### config.mk
export PLATFORM = sky130hd
export DESIGN_NAME = via_out_arbiter
export DESIGN_NICKNAME = d
export VERILOG_FILES = /design/src/rtl/via_out_arbiter.sv
export SDC_FILE = /design/constraint.sdc
export NUM_CORES = 1
export LEC_CHECK = 0
export BUFFER_PORTS_ARGS = -buffer_cell sky130_fd_sc_hd__buf_2
export CORE_MARGIN = 1.5
export CORE_UTILIZATION = 45
export CTS_CLUSTER_DIAMETER = 30
export DETAILED_ROUTE_END_ITERATION = 8
export HOLD_SLACK_MARGIN = 0.1
export PLACE_DENSITY = 0.95
export SYNTH_ARGS = -nofsm -noshare
export SYNTH_HDL_FRONTEND = slang
export SYNTH_SLANG_ARGS = --single-unit
### constraint.sdc
create_clock -name clk -period 4 [get_ports clk]
set_input_delay 0.6 -clock clk [delete_from_list [all_inputs] [get_ports clk]]
set_output_delay 0.6 -clock clk [all_outputs]
set_load 0.01 [all_outputs]
### src/rtl/via_out_arbiter.sv
// via_out_arbiter: round-robin share of one NoC injection port among
// NUM_REQ sources, holding each grant for a PKT_LEN-beat packet.
module via_out_arbiter #(
  parameter int NUM_REQ      = 4,
  parameter int WIDTH        = 32,
  parameter int N            = 16,
  parameter int N_ADDR_WIDTH = $clog2(N),
  parameter int PKT_LEN      = 1
) (
  input  logic                            clk,
  input  logic                            rst,
  input  logic [NUM_REQ*WIDTH-1:0]        req_data_in,
  input  logic [NUM_REQ*N_ADDR_WIDTH-1:0] req_dest_in,
  input  logic [NUM_REQ-1:0]              req_valid_in,
  output logic [NUM_REQ-1:0]              req_ready_out,
  output logic [WIDTH-1:0]                out_data_out,
  output logic [N_ADDR_WIDTH-1:0]         out_dest_out,
  output logic                            out_valid_out,
  input  logic                            out_ready_in,
  output logic [NUM_REQ-1:0]              grant_out,
  output logic                            locked_out
);

  localparam int PW = $clog2(NUM_REQ);
  localparam int CW = $clog2(PKT_LEN + 1);
  localparam logic [CW-1:0] LAST = CW'(PKT_LEN - 1);
  localparam logic [PW-1:0] TOP  = PW'(NUM_REQ - 1);

  typedef enum logic {
    IDLE,
    LOCKED
  } state_t;

  state_t                  state;
  logic [PW-1:0]           ptr;
  logic [CW-1:0]           cnt;
  logic [NUM_REQ-1:0]      lock_gnt;
  logic [NUM_REQ-1:0]      rr_gnt;
  logic [PW-1:0]           gidx;
  logic [PW-1:0]           nxt_ptr;
  logic                    found;
  logic                    free;
  logic                    accept;
  logic [WIDTH-1:0]        sel_data;
  logic [N_ADDR_WIDTH-1:0] sel_dest;

  // First valid requester at or after ptr, wrapping modulo NUM_REQ.
  always_comb begin
    rr_gnt = '0;
    found  = 1'b0;
    for (int k = 0; k < NUM_REQ; k++) begin
      for (int i = 0; i < NUM_REQ; i++) begin
        if (!found && req_valid_in[i] &&
            ((int'(ptr) + k) % NUM_REQ) == i) begin
          rr_gnt[i] = 1'b1;
          found     = 1'b1;
        end
      end
    end
  end

  always_comb begin
    grant_out = '0;
    if (rst) begin
      grant_out = (state == LOCKED) ? lock_gnt : rr_gnt;
    end
  end

  assign free          = !out_valid_out || out_ready_in;
  assign req_ready_out = grant_out & {NUM_REQ{free}};
  assign accept        = |(req_ready_out & req_valid_in);

  always_comb begin
    gidx     = '0;
    sel_data = '0;
    sel_dest = '0;
    for (int i = 0; i < NUM_REQ; i++) begin
      if (grant_out[i]) begin
        gidx     = PW'(i);
        sel_data = req_data_in[i*WIDTH +: WIDTH];
        sel_dest = req_dest_in[i*N_ADDR_WIDTH +: N_ADDR_WIDTH];
      end
    end
  end

  assign nxt_ptr = (gidx == TOP) ? '0 : gidx + PW'(1);

  always_ff @(posedge clk or negedge rst) begin
    if (!rst) begin
      out_valid_out <= 1'b0;
      out_data_out  <= '0;
      out_dest_out  <= '0;
      ptr           <= '0;
      cnt           <= '0;
      lock_gnt      <= '0;
      state         <= IDLE;
      locked_out    <= 1'b0;
    end else begin
      if (free) begin
        out_valid_out <= accept;
        if (accept) begin
          out_data_out <= sel_data;
          out_dest_out <= sel_dest;
        end
      end
      if (accept) begin
        unique case (state)
          IDLE: begin
            if (PKT_LEN == 1) begin
              ptr <= nxt_ptr;
            end else begin
              lock_gnt   <= grant_out;
              cnt        <= CW'(1);
              state      <= LOCKED;
              locked_out <= 1'b1;
            end
          end
          LOCKED: begin
            if (cnt == LAST) begin
              ptr        <= nxt_ptr;
              cnt        <= '0;
              state      <= IDLE;
              locked_out <= 1'b0;
            end else begin
              cnt <= cnt + CW'(1);
            end
          end
          default: begin
            state <= IDLE;
          end
        endcase
      end
    end
  end

endmodule

### After elaboration in Yosys (flattened, before gate mapping)

Index checks and enable logic that the tools add are counted.

| word-level totals | value |
|---|---|
| register bits | 42 |
| input bits | 151 |
| output and inout bits | 46 |
| logic and storage cells | 144 |

| cells by class | value |
|---|---|
| $add $sub $neg | 5 |
| equal/unequal tests | 14 |
| multiplexer cells | 52 |
| bitwise logic cells | 6 |
| reduce and logical (&&, ||, !) cells | 60 |

Operators with widths:

| kind | number |
|---|---|
| 32-bit logical NOT | 4 |
| 32-bit 2-to-1 mux | 4 |
| 1-bit 2-to-1 mux | 36 |
| 1-bit logical AND | 31 |
| 4-bit 2-to-1 mux | 6 |
| 3-bit equality test, second input constant | 6 |
| 1-bit logical NOT | 16 |
| 3-bit by 2-bit equality test with 1-bit output, second input constant | 3 |
| 4-bit AND | 2 |
| 2-bit 2-to-1 mux | 4 |
| 2-bit equality test, second input constant | 3 |
| 2-bit AND reduction | 3 |
| 2-bit OR reduction | 3 |
| 2-bit by 1-bit adder with 2-bit output, second input constant | 2 |
| 2-bit adder, second input constant | 2 |
| 2-bit one-hot mux with 2 select lines | 1 |
| 4-bit OR reduction | 1 |
| 1-bit AND, first input constant | 3 |
| 3-bit AND reduction | 1 |
| 2-bit by 1-bit equality test with 1-bit output, second input constant | 1 |
| 2-bit inequality test, second input constant | 1 |
| 1-bit one-hot mux with 2 select lines | 1 |
| 1-bit adder, second input constant | 1 |
| 1-bit logical OR | 1 |
| 1-bit inverter | 1 |

### Logic depth before layout (Yosys ltp)

| logic depth | value |
|---|---|
| depth after elaboration | 72 |
| mapped depth | 7 |

### Least setup slack after synthesis

OpenSTA, ideal clock, no wires.

| timing path | value |
|---|---|
| path type | input port to output port |
| from | in req_valid_in[2] |
| to | out req_ready_out[0] |
| arrival | 1.688 ns |
| path slack | 1.712 ns |
| cell stages on the path | 7 |
| path through | buf_2 > or3_1 > o221ai_1 > buf_4 > buf_4 > nand2_1 > nor2_1 |

| on the way | value |
|---|---|
| word-level cells in the longest chain between the ends | 46 |
| elaborated cells between the ends (all ways) | 48 |
| classes of those cells | mux: 15; bitwise: 1; reduce/logical: 32 |

Ends and longest elaborated chain:

| element | line | RTL |
|---|---|---|
| start: declaration | 14 | `input logic [NUM_REQ-1:0] req_valid_in,` |
| 1-bit logical AND (2 in series) | 53 | `if (!found && req_valid_in[i] &&` |
| 1-bit 2-to-1 mux | 53 |  |
| 1-bit logical NOT | 53 |  |
| 1-bit logical AND (2 in series) | 53 |  |
| 1-bit 2-to-1 mux | 53 |  |
| 1-bit logical NOT | 53 |  |
| 1-bit logical AND (2 in series) | 53 |  |
| 1-bit 2-to-1 mux | 53 |  |
| (+25 left out) | - |  |
| 1-bit logical AND (2 in series) | 53 |  |
| 1-bit 2-to-1 mux | 53 |  |
| 1-bit logical NOT | 53 |  |
| 1-bit logical AND (2 in series) | 53 |  |
| 1-bit 2-to-1 mux (*) | 53 |  |
| 4-bit 2-to-1 mux (*) | 65 | `grant_out = (state == LOCKED) ? lock_gnt : rr_gnt;` |
| 4-bit 2-to-1 mux (*) | 64 | `if (rst) begin` |
| 4-bit AND (*) | 70 | `assign req_ready_out = grant_out & {NUM_REQ{free}};` |
| end: declaration | 15 | `output logic [NUM_REQ-1:0] req_ready_out,` |

Every way passes the cells marked *; elsewhere a longest branch is shown, timed or not.

### Worst setup path in the final report

| timing path | value |
|---|---|
| from | reg ptr[1] |
| to | out req_ready_out[3] |

| on the way | value |
|---|---|
| word-level cells in the longest chain between the ends | 66 |
| elaborated cells between the ends (all ways) | 93 |
| classes of those cells | add/sub: 3; eq/ne: 12; mux: 21; bitwise: 4; reduce/logical: 53 |

Ends and longest elaborated chain:

| element | line | RTL |
|---|---|---|
| start: declaration | 35 | `logic [PW-1:0] ptr;` |
| start signal: assignment | 110 | `ptr <= nxt_ptr;` |
| start signal: assignment | 120 | `ptr <= nxt_ptr;` |
| 32-bit logical NOT | 54 | `((int'(ptr) + k) % NUM_REQ) == i) begin` |
| 1-bit logical AND | 53 |  |
| 1-bit 2-to-1 mux | 53 |  |
| 1-bit logical NOT | 53 |  |
| 1-bit logical AND (2 in series) | 53 |  |
| 1-bit 2-to-1 mux | 53 |  |
| 1-bit logical NOT | 53 |  |
| 1-bit logical AND (2 in series) | 53 |  |
| (+46 left out) | - |  |
| 1-bit logical AND (2 in series) | 53 |  |
| 1-bit 2-to-1 mux | 53 |  |
| 1-bit logical NOT | 53 |  |
| 1-bit logical AND (2 in series) | 53 |  |
| 1-bit 2-to-1 mux (*) | 53 |  |
| 4-bit 2-to-1 mux (*) | 65 |  |
| 4-bit 2-to-1 mux (*) | 64 |  |
| 4-bit AND (*) | 70 |  |

Marks and branches as above.

==> out/metrics.yaml <==
outcome: "finished, final reports clean"
required_ns: 3.40
r2r_end: "out_dest_out[0]$_DFFE_PN0P_"
place_hpwl_um: 6970
async_flop_share: 1.00
ys_ff_latch: 39
setup_viol: 0
p_leak_nw: 1.88
post-route-min-period_ns: 2.95
grt_usage: 0.305
antenna_found_initial: 0
via_per_inst: 6.19
worst_slew_pin_slew_ns: 1.10
regArea_um2: 976
rsz0062_at_grt: "false"
cts.clk_slew.worst_paths_ns: 0.07
r2r_start: "ptr[1]$_DFFE_PN0P_"
die_y_um: 81.5
cp-startpoint: "ptr[1]$_DFFE_PN0P_"
irDropWorstVdd_v: 0.000193
io_buffers: 195
num_vias: 3569
ctsLongestPathBuffers: 2
core_um2: 5920
fill_cells: 524
clk_latency_ns: 0.29
synth_area_leaders: "dfrtp_1 35%, a31oi_1 16%, a22oi_1 9.7%, and3_1 9.3%, nor2_2 6.8%"
syn_area_um2: 2770
synth_top_area_share: 0.352
multi_input_area_um2: 1610
finalHoldViolCount: 0
grt_first_pass_wirelength_um: 15400
cts_tree: "done"
synth.most_common_cell: "a31oi_1"
die-area_um2: 6640
cts_hold_buf: 0
grt_pass1_vias: 3425
finalCritPeriodShare: 0.737
diodes: 0
r2r_setup_slack_ns: 1.88
std_cell_rows: 28
hp-class: "primary input to async pin"
fmax_mhz: 339
synthCells: 334
grt_max_degree: 44
place_area_um2: 3710
drt-total-wl_um: 10200
dr.pass1.iters: 5
maxSlewViolCount: 0
rr_worst_depth: 4
cts_max_level: 2
synth_top_area_cell: "dfrtp_1"
drive_above_1_share: 0.486
synth_flop_cell: "dfrtp_1"
maxCapViolations: 0
arrival_ns: 2.35
ys_types: 28
final.setup.tns_ns: 0
final_nets: 652
finalInstanceArea_um2: 3790
synthTopCellsByCount: "72 x a31oi_1, 41 x and3_1, 39 x dfrtp_1"
postCtsResizedCells: 0
worstPathMaxFanout: 38
ant_nets: 0
io_pins: 197
cts_root_buf: "clkbuf_8"
syn-num-nets: 485
seq_area_frac_synth: 0.352
initial_core_util: 0.468
cellPowerDensity_nw_per_um2: 407
synth-edff-count: 0
slew_headroom: 0.268
endpoint: "req_ready_out[3]"
wl_per_cell_um: 17.6
place_congestion: 0.872
overflow: 0
critPathLaunchType: "flop"
die_x_um: 81.5
drtIter0Drc: 240
cts.sinks: 39
synth_warnings: 0
drc_errors: 0
avgSynthCellArea_um2: 8.30
cts_setup_buffers: 0
crit_type: "flop to primary output"
cp-end-kind: "primary output"
clock_skew_ns: 0.00681
area_growth_pct: 36.6
cts_inserted_buffers: 5
## registers in the layout, summed over array words and instances (netlist names)
| name | count |
|---|---|
| ptr | 2 |
| out_valid_out | 1 |
| out_dest_out | 4 |
| out_data_out | 32 |
## placed cells by master, fill, tap and decap left out, drive strengths merged
cell type  netlist  layout
and2             2       2
a22oi           36      36
o311ai           1       1
o221ai           1       1
o21bai           1       1
o211a            1       1
a21oi            2       2
o21ai            3       3
a31oi           72      72
nand2b           3       3
dfrtp           39      39
nor2b            2       2
or4              1       1
nand3           37      37
clkinv           0       1
nor2            38      38
nand2            6       6
and3            42      42
clkbuf          22       7
conb             1       1
buf             20     202
a41o             1       1
a21bo            1       1
or3              2       2
## kinds of logic (layout without fill, tap and decap cells)
kind of cell | after synthesis | count (layout) | synth area share
DFF | 39 | 39 | 0.352
other | 1 | 1 | 0.00135
AOI/OAI and AO/OA | 119 | 119 | 0.289
and+or+nand+nor | 133 | 133 | 0.276
buffers and inverters | 42 | 210 | 0.0817
## worst max-delay path: stages (launching register included)
cell and delay [ns]:
dfrtp_1 0.58, a21bo_1 0.90, and3_1 0.28, and3_1 0.15, buf_2 0.14
## metal layers
layer,GRT usage,share of wire,routed length [um]
met3,0.0622,0.098,1000
met2,0.538,0.51,5160
met1,0.341,0.36,3640
met4,0.167,0.038,384
met5,0,0,0
## report_power, final
| part | internal [W] | switching [W] |
|---|---|---|
| Combinational | 0.000293 | 0.000414 |
| Sequential | 0.000495 | 0.0000844 |
| Clock | 0.000122 | 0.000134 |
## stage by stage
step / hold slack (ns) / setup slack [ns] / instances / utilization / power (W)
floorplan: 0.304 / 1.71 / 334 / - / 0.00100
global placement: 0.531 / 1.27 / 569 / 0.626 / 0.00126
detailed placement: 0.542 / 1.24 / 569 / 0.626 / 0.00128
CTS: 0.258 / 1.07 / 577 / 0.640 / 0.00154
global route: 0.286 / 0.926 / 577 / 0.640 / 0.00165
finish: 0.260 / 1.05 / 577 / 0.640 / 0.00154
## worst min path at each step
stage | end | start | cells past startpoint
3_5_place_dp | out_data_out[23]$_DFFE_PN0P_ | out_data_out[23]$_DFFE_PN0P_ | 2
3_3_place_gp | out_data_out[28]$_DFFE_PN0P_ | out_data_out[28]$_DFFE_PN0P_ | 2
4_1_cts | ptr[1]$_DFFE_PN0P_ | rst | 1
5_1_grt | ptr[1]$_DFFE_PN0P_ | rst | 1
6_report | ptr[1]$_DFFE_PN0P_ | rst | 1
2_1_floorplan | out_data_out[0]$_DFFE_PN0P_ | rst | 0
## final cells by class
cell class / count / area share
multi-input cells: 253 / 0.425
repair buffers: 202 / 0.271
clock buffers: 7 / 0.0201
clock inverters: 1 / 0.00132
well taps: 75 / 0.0248
flip-flops and latches: 39 / 0.258
Power figures use the tool's default switching activity.
